### config.mk
export PLATFORM = sky130hd
export DESIGN_NAME = sprite_mem_arbiter
export DESIGN_NICKNAME = d
export VERILOG_FILES = /design/src/rtl/sprite_mem_arb_pkg.sv /design/src/rtl/sprite_mem_arbiter_rr_picker.sv /design/src/rtl/sprite_mem_arbiter.sv
export SDC_FILE = /design/constraint.sdc
export NUM_CORES = 1
export LEC_CHECK = 0
export CAP_MARGIN = 20
export CORE_ASPECT_RATIO = 0.9
export CORE_MARGIN = 2
export CORE_UTILIZATION = 34
export DETAILED_ROUTE_END_ITERATION = 8
export GPL_ROUTABILITY_DRIVEN = 0
export PLACE_DENSITY = 0.8
export SLEW_MARGIN = 20
export SYNTH_ARGS = -nofsm -noshare
export SYNTH_HDL_FRONTEND = slang
export SYNTH_HIERARCHICAL = 1
export SYNTH_SLANG_ARGS = --single-unit
### constraint.sdc
create_clock -name Clk -period 2.4 [get_ports Clk]
set_input_delay 0.48 -clock Clk [delete_from_list [all_inputs] [get_ports Clk]]
set_output_delay 0.48 -clock Clk [all_outputs]
set_load 0.02 [all_outputs]
### src/rtl/sprite_mem_arb_pkg.sv
// Shared defaults, requester indices and the read-tag type for the sprite memory arbiter.
// The tag index width follows the default requester count.
package sprite_mem_arb_pkg;

    localparam int NREQ_DEF   = 3;
    localparam int ADDR_W_DEF = 19;
    localparam int DATA_W_DEF = 8;
    localparam int RD_LAT_DEF = 2;

    localparam int REQ_BG   = 0;
    localparam int REQ_FIRE = 1;
    localparam int REQ_ICE  = 2;

    localparam int IDX_W = (NREQ_DEF > 1) ? $clog2(NREQ_DEF) : 1;

    typedef struct packed {
        logic             valid;
        logic [IDX_W-1:0] idx;
    } tag_t;

endpackage

### src/rtl/sprite_mem_arbiter_rr_picker.sv
// Combinational round-robin picker: one-hot grant, granted index and next pointer.
// With SPRITE_MEM_ARB_PRIO0_EN, requester 0 wins outright and the pointer rotates over 1..NREQ-1.
module rr_picker
    import sprite_mem_arb_pkg::*;
#(
    parameter int NREQ = NREQ_DEF,
    parameter int PW   = IDX_W
) (
    input  logic [NREQ-1:0] req,
    input  logic [PW-1:0]   ptr,
    output logic [NREQ-1:0] gnt,
    output logic [PW-1:0]   gnt_idx,
    output logic [PW-1:0]   nxt_ptr
);

`ifdef SPRITE_MEM_ARB_PRIO0_EN
    localparam int WRAP = REQ_BG + 1;
`else
    localparam int WRAP = 0;
`endif

    logic [NREQ-1:0] cand;
    logic            hit;
    int              lo;
    int              sel;

    always_comb begin
        cand    = req;
        lo      = int'(ptr);
        gnt     = '0;
        gnt_idx = '0;
        nxt_ptr = ptr;
        sel     = 0;
        hit     = 1'b0;
`ifdef SPRITE_MEM_ARB_PRIO0_EN
        cand[REQ_BG] = 1'b0;
        if (lo == REQ_BG) lo = REQ_BG + 1;
`endif
        // Lowest requester overall, then overridden by the lowest one at or above the pointer.
        for (int i = NREQ - 1; i >= 0; i--) begin
            if (cand[i]) begin
                sel = i;
                hit = 1'b1;
            end
        end
        for (int i = NREQ - 1; i >= 0; i--) begin
            if (cand[i] && (i >= lo)) sel = i;
        end
        if (hit) begin
            for (int i = 0; i < NREQ; i++) gnt[i] = (sel == i);
            gnt_idx = PW'(sel);
            nxt_ptr = (sel == NREQ - 1) ? PW'(WRAP) : PW'(sel + 1);
        end
`ifdef SPRITE_MEM_ARB_PRIO0_EN
        if (req[REQ_BG]) begin
            gnt         = '0;
            gnt[REQ_BG] = 1'b1;
            gnt_idx     = PW'(REQ_BG);
            nxt_ptr     = ptr;
        end
`endif
    end

endmodule

### src/rtl/sprite_mem_arbiter.sv
// Sprite memory read arbiter: combinational grant to memory, RD_LAT-deep tag pipeline routes data back.
// Build option SPRITE_MEM_ARB_PRIO0_EN selects strict priority for requester 0 (inside rr_picker).
module sprite_mem_arbiter
    import sprite_mem_arb_pkg::*;
#(
    parameter int NREQ   = NREQ_DEF,
    parameter int ADDR_W = ADDR_W_DEF,
    parameter int DATA_W = DATA_W_DEF,
    parameter int RD_LAT = RD_LAT_DEF
) (
    input  logic                        Clk,
    input  logic                        Reset,
    input  logic [NREQ-1:0]             req,
    input  logic [NREQ-1:0][ADDR_W-1:0] req_addr,
    output logic [NREQ-1:0]             gnt,
    output logic [NREQ-1:0]             rvalid,
    output logic [DATA_W-1:0]           rdata,
    output logic                        mem_rd,
    output logic [ADDR_W-1:0]           mem_addr,
    input  logic [DATA_W-1:0]           mem_rdata
);

    localparam int PW = IDX_W;

    logic [PW-1:0]     ptr_q, ptr_d;
    tag_t [RD_LAT-1:0] tag_q, tag_d;
    logic [DATA_W-1:0] rdata_q, rdata_d;

    logic [NREQ-1:0]   pick_gnt;
    logic [PW-1:0]     pick_idx;
    logic [PW-1:0]     pick_nxt;

    rr_picker #(
        .NREQ (NREQ),
        .PW   (PW)
    ) u_picker (
        .req     (req),
        .ptr     (ptr_q),
        .gnt     (pick_gnt),
        .gnt_idx (pick_idx),
        .nxt_ptr (pick_nxt)
    );

    always_comb begin
        gnt      = Reset ? pick_gnt : '0;
        mem_rd   = |gnt;
        mem_addr = '0;
        for (int i = 0; i < NREQ; i++) begin
            if (gnt[i]) mem_addr = req_addr[i];
        end
        ptr_d = mem_rd ? pick_nxt : ptr_q;

        tag_d          = '0;
        tag_d[0].valid = mem_rd;
        tag_d[0].idx   = pick_idx;
        for (int i = 1; i < RD_LAT; i++) tag_d[i] = tag_q[i-1];

        // Data arrives on the same cycle as its tag leaves the pipeline, so pass it straight through.
        rvalid  = '0;
        rdata_d = rdata_q;
        if (Reset && tag_q[RD_LAT-1].valid) begin
            for (int i = 0; i < NREQ; i++) rvalid[i] = (tag_q[RD_LAT-1].idx == PW'(i));
            rdata_d = mem_rdata;
        end
        rdata = Reset ? rdata_d : '0;
    end

    always_ff @(posedge Clk) begin
        if (!Reset) begin
            ptr_q   <= '0;
            tag_q   <= '0;
            rdata_q <= '0;
        end else begin
            ptr_q   <= ptr_d;
            tag_q   <= tag_d;
            rdata_q <= rdata_d;
        end
    end

endmodule
Yosys cells after proc, flatten, opt, wreduce, memory -nomap -nowiden

Index checks and enable logic that the tools add are counted.

Bits in writable memories: 0
Output and inout bits: 34
Bits in latches: 0
Word-level logic and storage cells: 41
Memories kept: 0
Register bits after elaboration: 16
Input port bits: 70
Bits in read-only memories: 0

Mux-type cells: 18
Div/mod/pow operators: 0
Eq/ne operators: 4
Add/sub/neg operators: 1
Bitwise logic cells: 0
Shift-type cells: 0
Multiply operators: 0
$lt $le $gt $ge: 3
Reduce and logical (&&, ||, !) cells: 9

Operators by type and width:

| operator                                                          | number |
|---|---|
| 2-to-1 mux 19 bit                                                 | 3 |
| zero test 32 bit                                                  | 1 |
| 2-to-1 mux 8 bit                                                  | 2 |
| 2-to-1 mux 2 bit                                                  | 7 |
| 2-to-1 mux 3 bit                                                  | 3 |
| equality test 2 x 1 -> 1 bit (second input constant)              | 2 |
| equality test 2 bit (second input constant)                       | 2 |
| greater-or-equal comparator 1 x 2 -> 1 bit (first input constant) | 2 |
| logical AND 1 bit                                                 | 4 |
| AND reduction 2 bit                                               | 2 |
| 2-to-1 mux 1 bit                                                  | 3 |
| OR reduction 3 bit                                                | 1 |
| adder 2 x 1 -> 2 bit (second input constant)                      | 1 |
| greater-or-equal comparator 2 bit (first input constant)          | 1 |
| zero test 2 bit                                                   | 1 |

Longest topological paths before layout

Depth in word-level cells: 12
Depth in mapped cells: 6
Mapped depth without buffers: 5

Modules after synthesis

Netlist, hierarchy kept.

Modules (own cells, without submodules):

| module             | cells each | area each (µm²) | sequential area each (µm²) | instances |
|---|---|---|---|---|
| sprite_mem_arbiter | 151        | 1207.4          | 320.3                      | 1 |
| rr_picker          | 21         | 130.1           | 0.0                        | 1 |

Worst setup path after synthesis

No wires, ideal clock.

Path type: in2out
Start: in req[0]
End: out mem_addr[0]
Data required time: 1.920 ns
Cell stages on the path: 6
Buffers on the path: 2
Arrival: 1.795 ns
Path slack: 0.125 ns
Cell sequence: buf_2 a21oi_1 o211a_1 clkbuf_1 nand3_1 a31oi_1

Elaborated cells between the ends (all ways): 14
Those cells by class: 2 x eq/ne; 10 x mux; 2 x reduce/logical

RTL lines:

| what                             | RTL line                           | RTL |
|---|---|---|
| from (decl)                      | sprite_mem_arbiter.sv:13           | `input logic [NREQ-1:0] req,` |
| 2-to-1 mux 2 bit                 | sprite_mem_arbiter_rr_picker.sv:41 | `if (cand[i]) begin` |
| 2-to-1 mux 2 bit (3 in a row)    | sprite_mem_arbiter_rr_picker.sv:47 | `if (cand[i] && (i >= lo)) sel = i;` |
| equality test 2 x 1 -> 1 bit     | sprite_mem_arbiter_rr_picker.sv:50 | `for (int i = 0; i < NREQ; i++) gnt[i] = (sel == i);` |
| 2-to-1 mux 3 bit *               | sprite_mem_arbiter_rr_picker.sv:49 | `if (hit) begin` |
| net pick_gnt[1]                  | sprite_mem_arbiter.sv:29           | `logic [NREQ-1:0] pick_gnt;` |
| 2-to-1 mux 3 bit *               | sprite_mem_arbiter.sv:45           | `gnt = Reset ? pick_gnt : '0;` |
| 2-to-1 mux 19 bit * (2 in a row) | sprite_mem_arbiter.sv:49           | `if (gnt[i]) mem_addr = req_addr[i];` |
| to (decl)                        | sprite_mem_arbiter.sv:19           | `output logic [ADDR_W-1:0] mem_addr,` |

Mark *: on every way through the listed nets, which the timed path passes. The rest lies on a longest branch.

Final worst setup path

Start: in req[1]
End: out mem_addr[14]

Cells in the longest elaborated chain, start to end: 11
Elaborated cells between the ends (all ways): 16
Those cells by class: 2 x eq/ne; 12 x mux; 2 x reduce/logical

RTL lines:

| what                             | RTL line |
|---|---|
| 2-to-1 mux 2 bit (2 in a row)    | sprite_mem_arbiter_rr_picker.sv:41 |
| 2-to-1 mux 2 bit (3 in a row)    | sprite_mem_arbiter_rr_picker.sv:47 |
| zero test 32 bit                 | sprite_mem_arbiter_rr_picker.sv:50 |
| 2-to-1 mux 3 bit *               | sprite_mem_arbiter_rr_picker.sv:49 |
| net pick_gnt[0]                  | sprite_mem_arbiter.sv:29 |
| 2-to-1 mux 3 bit *               | sprite_mem_arbiter.sv:45 |
| 2-to-1 mux 19 bit * (3 in a row) | sprite_mem_arbiter.sv:49 |

Marked as above.

==> results.md <==
* Synth area leader: dfxtp_1
* Die width at 70.12 um
* Distinct cells, synth at 26
* CP arrival at between 1500 and 2000 ps
* Die extent in y at roughly 64 um
* Endpoints failing hold at 0
* Core box area at 3757 um^2
* #FFs+latches synth at 16
* Hold WC Path Type: reg -> reg
* Max FO, Critical Path at 13
* Post-CTS Setup Repair Bufs at 0
* VDD IR max at ~0.28 mV
* Num rows at 21
* Max Root-Sink Buffers at 2
* Clk sink count at 16
* # nets final at 355
* Count of final max-slew check failures at 0
* Antenna diodes at 0
* Area grow syn2layout at 91.30%
* Starting density of the core at 0.3560
* Worst EP required at 1920 ps
* Slowest-stage cell, CP: dlygate4sd2_1
* Highest clock rate at approximately 0.43 GHz
* R2R Setup Slk at 550 ps
* Critical Path Start Type: primary input
* Kind of critical path: in -> out
* Total congestion overflow at 0
* Pwr/cell area at 412.7 nW/um^2
* Die area at 4452 um^2
* Avg Inst Size Synth at 7.776 um^2
* Routed WL per cell at 14.08 um
* Root Buffer: clkbuf_8
* Sequential area share after synthesis at 0.2395
* Hold slack at between 400 and 500 ps
* Global Route Usage Sum at 0.1920
* CP endpoint kind: output port
* Port bufs at 103
* Area share of the largest cell type after synthesis at 0.2395
* Vias per Instance at 5.297
* Pre-CTS setup slack at -664.2 ps
* Final setup vio count at 0
* Slew at the pin closest to its max-slew limit at 236.4 ps
* Total power at 0.001056 W
* Status: finished clean
* Gate Count Post-Synth at 172
* Boundary Pins at 104
* Synthesized Nets at around 240
* Min cycle time layout at 2348 ps
* MaxCap Viol Count at 0
* Mapped Area at approximately 1300 um^2
* Dpl hpwl at 3404 um
* Clock latency on the worst-skew pair at 240 ps
* Global-route wire length before repair at between 7000 and 8000 um
* H-tree levels at 1
* First-pass DRT Iterations at 4
* Relative max-transition margin at 0.8422
* Ys flop type: dfxtp_1
* Total CTS buffers at 3
* Vias at between 1.5k and 2k
* Routed Antenna Nets at 0
* CTS tree: yes
* Routed Wire Length at approximately 4600 um
* Pin count of the biggest net entering global routing at 41
* LEAKAGE at between 1 and 1.5 nW
* Reg clk slew, reported paths at around 60 ps
* Ys Warns at 6
* Synth area leaders: dfxtp_1 24%, and3b_1 12%, nand4b_1 12%, a31oi_1 8.9%, nand3_1 7.5%
* Vias in the first global route at roughly 1.6k
* Period Utilization, post-route at 0.9783
* Antenna violations before repair at 0
* PnR worst setup slack at 52.10 ps
* CTS Hold Bufs at 0
* Post-synth ARST share at 0
* Crit-path cells: dlygate4sd2_1 > nor2_2 > o221a_4 > buf_12 > nand4b_1 > a31oi_2 > buf_2
* DRT iter0 DRCs at 73
* Final Core Density at 0.6810
* Setup TNS at 0 ps
* Layout cells sized above 1 at 0.2254
* # DRC at 0
* Post-synth EDFFs at 0
* Worst stage delay on the critical path at 290 ps
* Post-Route Skew at 3.229 ps
-- report_power, final --
group | switching [W] | leakage [nW] | internal [W]
Combinational | 0.000245 | 0.979 | 0.000284
Clock | 0.0000863 | 0.0288 | 0.000145
Sequential | 0.0000118 | 0.131 | 0.000284
Total | 0.000343 | 1.14 | 0.000713
-- layout make-up --
type                       count  area [um^2]
fill                         337         1199
clock buffer                   4        55.05
sequential                    16        321.6
timing repair buffer         129         1179
multi-input combinational    133        938.4
inverter                       2        7.507
tap                           46        57.56
-- metrics by stage --
| step | instances | instance area (um^2) |
|---|---|---|
| after floorplan | 172 | 1338 |
| after global placement | 325 | 2547 |
| after detailed placement | 325 | 2547 |
| after CTS | 329 | 2519 |
| after global routing | 330 | 2559 |
| final | 330 | 2559 |
-- worst paths after layout --
check                           startpoint      endpoint  cells past startpoint
worst max register to register    ptr_q[1]      ptr_q[1]                      7
worst max-delay path                req[1]  mem_addr[14]                      7
worst min-delay path              tag_d[5]      tag_q[5]                      1
worst min register to register    tag_d[5]      tag_q[5]                      1
-- cells by family (layout without fill, tap and decap cells) --
logic type / after synthesis / in the layout / share of synthesized area
buf+inv: 23 / 135 / 0.07951
mux: 8 / 8 / 0.05987
simple gates: 91 / 91 / 0.4518
compound gates: 34 / 34 / 0.1693
flops: 16 / 16 / 0.2395
-- worst max-delay path, delay by kind of cell --
family                 cells  cell delay [ps]
AND/OR/NAND/NOR            2              310
AO/OA/AOI/OAI              2              450
buffers and inverters      3              620
-- repair_timing --
action                                  4_1_cts  5_1_grt
pin swaps                                     1        1
gates resized for setup                     111       10
endpoints found under the hold margin         0        0
gates cloned                                  0        1
endpoints found under the setup margin       23       24
-- synth_stat cells (5+ instances only) --
master / instances
a21oi_1: 6
a31oi_1: 19
and2_1: 7
and3b_1: 19
buf_2: 7
clkbuf_1: 12
dfxtp_1: 16
mux2i_1: 8
nand2_1: 5
nand3_1: 20
nand4b_1: 19
nor2_1: 13
-- registers in the layout, indices dropped and copies added, names as in the netlist --
name     cells
rdata_q      8
tag_d        3
tag_q        3
ptr_q        2
-- metal layers --
metal	share of wire	GRT usage	vias to the layer above
met3	0.065	0.04320	2
met5	0	0	-
met1	0.44	0.2466	810
met2	0.49	0.3393	63
li1	-	-	873
met4	0.0030	0.01923	0
-- layout by cell type, fill, tap and decap left out, types with 2 or more instances in the layout --
cell and count:
or4b_1 2, and3b_1 19, o31ai_1 2, o211a_1 2, dlygate4sd2_1 3, nor2_1 12, buf_2 18, dlymetal6s2s_1 2
clkbuf_2 2, and2_1 7, nand3_1 20, clkdlybuf4s50_1 74, buf_12 3, nand4b_1 19, mux2i_1 8, dfxtp_1 15
buf_4 24, a31oi_1 18, a21oi_2 2, inv_2 2, nor3b_1 2, nand2_1 5, a21oi_1 5, clkbuf_8 4
(Power assumes the default switching activity.)
==> patch: new RTL, same settings <==
Take the reset off `rdata_q` and load it in a clocked block of its own.
--- a/src/rtl/sprite_mem_arbiter.sv
+++ b/src/rtl/sprite_mem_arbiter.sv
@@ -69,12 +69,14 @@
         if (!Reset) begin
             ptr_q   <= '0;
             tag_q   <= '0;
-            rdata_q <= '0;
         end else begin
             ptr_q   <= ptr_d;
             tag_q   <= tag_d;
-            rdata_q <= rdata_d;
         end
     end
 
+    always_ff @(posedge Clk) begin
+        rdata_q <= rdata_d;
+    end
+
 endmodule
Check against the original RTL: differs if Reset is asserted again (counterexample within 10 cycles, from zero or initial values and one cycle with Reset low); with Reset held inactive, the same outputs for 10 cycles.
==> patch against the original RTL <==
Clock skew is 0.67 ps lower; worst setup slack better by 33 ps; area after synthesis is 7.4% higher; routed wire length is 5.7% higher; design area is 5.2% higher; largest power group unchanged; critical path type unchanged; maximum frequency is 1.4% higher; total power is 13% higher; sequential cell count stayed put; register-to-register slack better by 70 ps; sequential power is 18% higher; clock power is 17% lower.
==> patch: results (changes against the original RTL) <==
[outcome]
status=completed  ; unchanged

[cts]
cts_setup_buffers=0  ; unchanged
cts.clk_slew.worst_paths_ps=60  ; about the same
cts_buffer_depth=2  ; unchanged
cts_made_buffers=3  ; unchanged
clk-insertion-delay-late_ps=240  ; about the same
cts_root_buf=clkbuf_8  ; unchanged
h-tree-depth=1  ; unchanged

[critical_path]
r2r-end=ptr_q[1]$_SDFFE_PN0P_  ; unchanged
ff2ff_setup_slack_ps=620  ; was 550 ps
arrival_ps=1830  ; was 1870 ps
max_stage_delay_ps=270  ; was 290 ps
reg2regPathDepth=6  ; was 7
critPathMaxFanout=32  ; was 13
startpoint=req[0]  ; was req[1]
end_kind=output pin  ; unchanged
r2r_start=ptr_q[1]$_SDFFE_PN0P_  ; unchanged
endpoint=mem_addr[4]  ; was mem_addr[14]

[final_layout]
fill_cells=365  ; was 337
drive_gt1_share_pct=22.3  ; was 22.5%
nNetsFinal=364  ; was 355
largest-register=rdata_q  ; unchanged

[power]
cellLeakagePower_nw=1.19  ; was 1.14 nW
ir_drop_v=0.000213  ; was 0.000284 V

[synth]
syn_nets=251  ; was 242
synthTopCellsByArea=dfxtp_1, and3b_1, nand4b_1  ; unchanged
ys_types=27  ; was 26
yosys-top-cells-count=nand3_1, a31oi_1, and3b_1, nand4b_1, dfxtp_1  ; unchanged
yosysSeqAreaShare_pct=22.3  ; was 23.9%
synthArstFlopShare_pct=0  ; unchanged
synth_warnings=6  ; unchanged
ys.flop_type=dfxtp_1  ; unchanged

[placed_design]
port_buffers=103  ; unchanged
place_ws_ps=-655  ; was -664 ps
hpwl_mm=3.71  ; was 3.40 mm

[drt]
wl_per_cell_um=14.5  ; was 14.1 µm
first_pass_iters=4  ; unchanged
via_per_inst=5.28  ; was 5.30
drt-initial-drc-count=72  ; was 73

[grt]
grt_pass1_wl_mm=7.86  ; was 7.29 mm
grt-ovfl-total=0  ; unchanged
first_global_vias=1735  ; was 1,647
antenna_found_initial=0  ; unchanged
grt_use_total_pct=20.4  ; was 19.2%
grt_max_degree=33  ; was 41

[sta]
relSlewSlack_pct=84.6  ; was 84.2%
skew_ps=2.56  ; was 3.23 ps
setup_slack_ps=85.1  ; was 52.1 ps

[worst_hold_path]
whs_path_depth=1  ; unchanged
hold_class=flip-flop to flip-flop  ; unchanged

==> patch: per-stage QoR <==
stage	std cells	total power, mW	TNS (ps)	cell area (µm²)
final	340	1.20	0	2690
after floorplan	181	0.666	0	1440
after global routing	340	1.27	-45.2	2690
after detailed placement	336	1.01	-13310	2660
after global placement	336	0.997	-12650	2660
after CTS	340	1.19	0	2650
==> patch: report_power, final <==
part | switching, mW | internal, mW
logic | 0.296 | 0.359
registers | 0.0289 | 0.319
clock network | 0.0811 | 0.111
==> patch: cell type report <==
cell class | instances | area share [%]
multi-input combinational | 141 | 38.6
inverter | 2 | 0.279
tap | 48 | 2.23
timing repair buffer | 130 | 45.4
clock buffer | 3 | 1.53
sequential | 16 | 12.0
==> patch: layer usage <==
metal / global-route usage (%) / routed length [µm] / up-vias
met5: 0 / 0 / -
met4: 4.17 / 16 / 0
met3: 4.29 / 426 / 2
met2: 35.3 / 2340 / 72
met1: 26.0 / 2130 / 811
li1: - / - / 909
==> patch: how the worst min path moves through the flow <==
stage / from / to / slack (ps)
CTS: tag_d[4]$_SDFF_PN0_ / tag_q[4]$_SDFF_PN0_ / 440
global placement: tag_d[5]$_SDFF_PN0_ / tag_q[5]$_SDFF_PN0_ / 410
finish: tag_d[4]$_SDFF_PN0_ / tag_q[4]$_SDFF_PN0_ / 430
global route: tag_d[3]$_SDFF_PN0_ / tag_q[3]$_SDFF_PN0_ / 450
detailed placement: tag_d[4]$_SDFF_PN0_ / tag_q[4]$_SDFF_PN0_ / 420
floorplan: tag_d[3]$_SDFF_PN0_ / tag_q[3]$_SDFF_PN0_ / 410
==> patch: kinds of logic (layout without fill, tap and decap cells) <==
| kind of cell | count (synthesis) | after routing | share of synthesized area (%) |
|---|---|---|---|
| AOI/OAI and AO/OA | 34 | 34 | 15.8 |
| buffers and inverters | 24 | 135 | 8.01 |
| DFF | 16 | 16 | 22.3 |
| muxes | 16 | 16 | 11.8 |
| and+or+nand+nor | 91 | 91 | 42.1 |
==> patch: what timing repair did <==
action                     CTS  global route
pin swaps                    2             2
resized for setup          111            21
setup endpoints to repair   23            23
hold endpoints to repair     0             0
cloned                       1             0
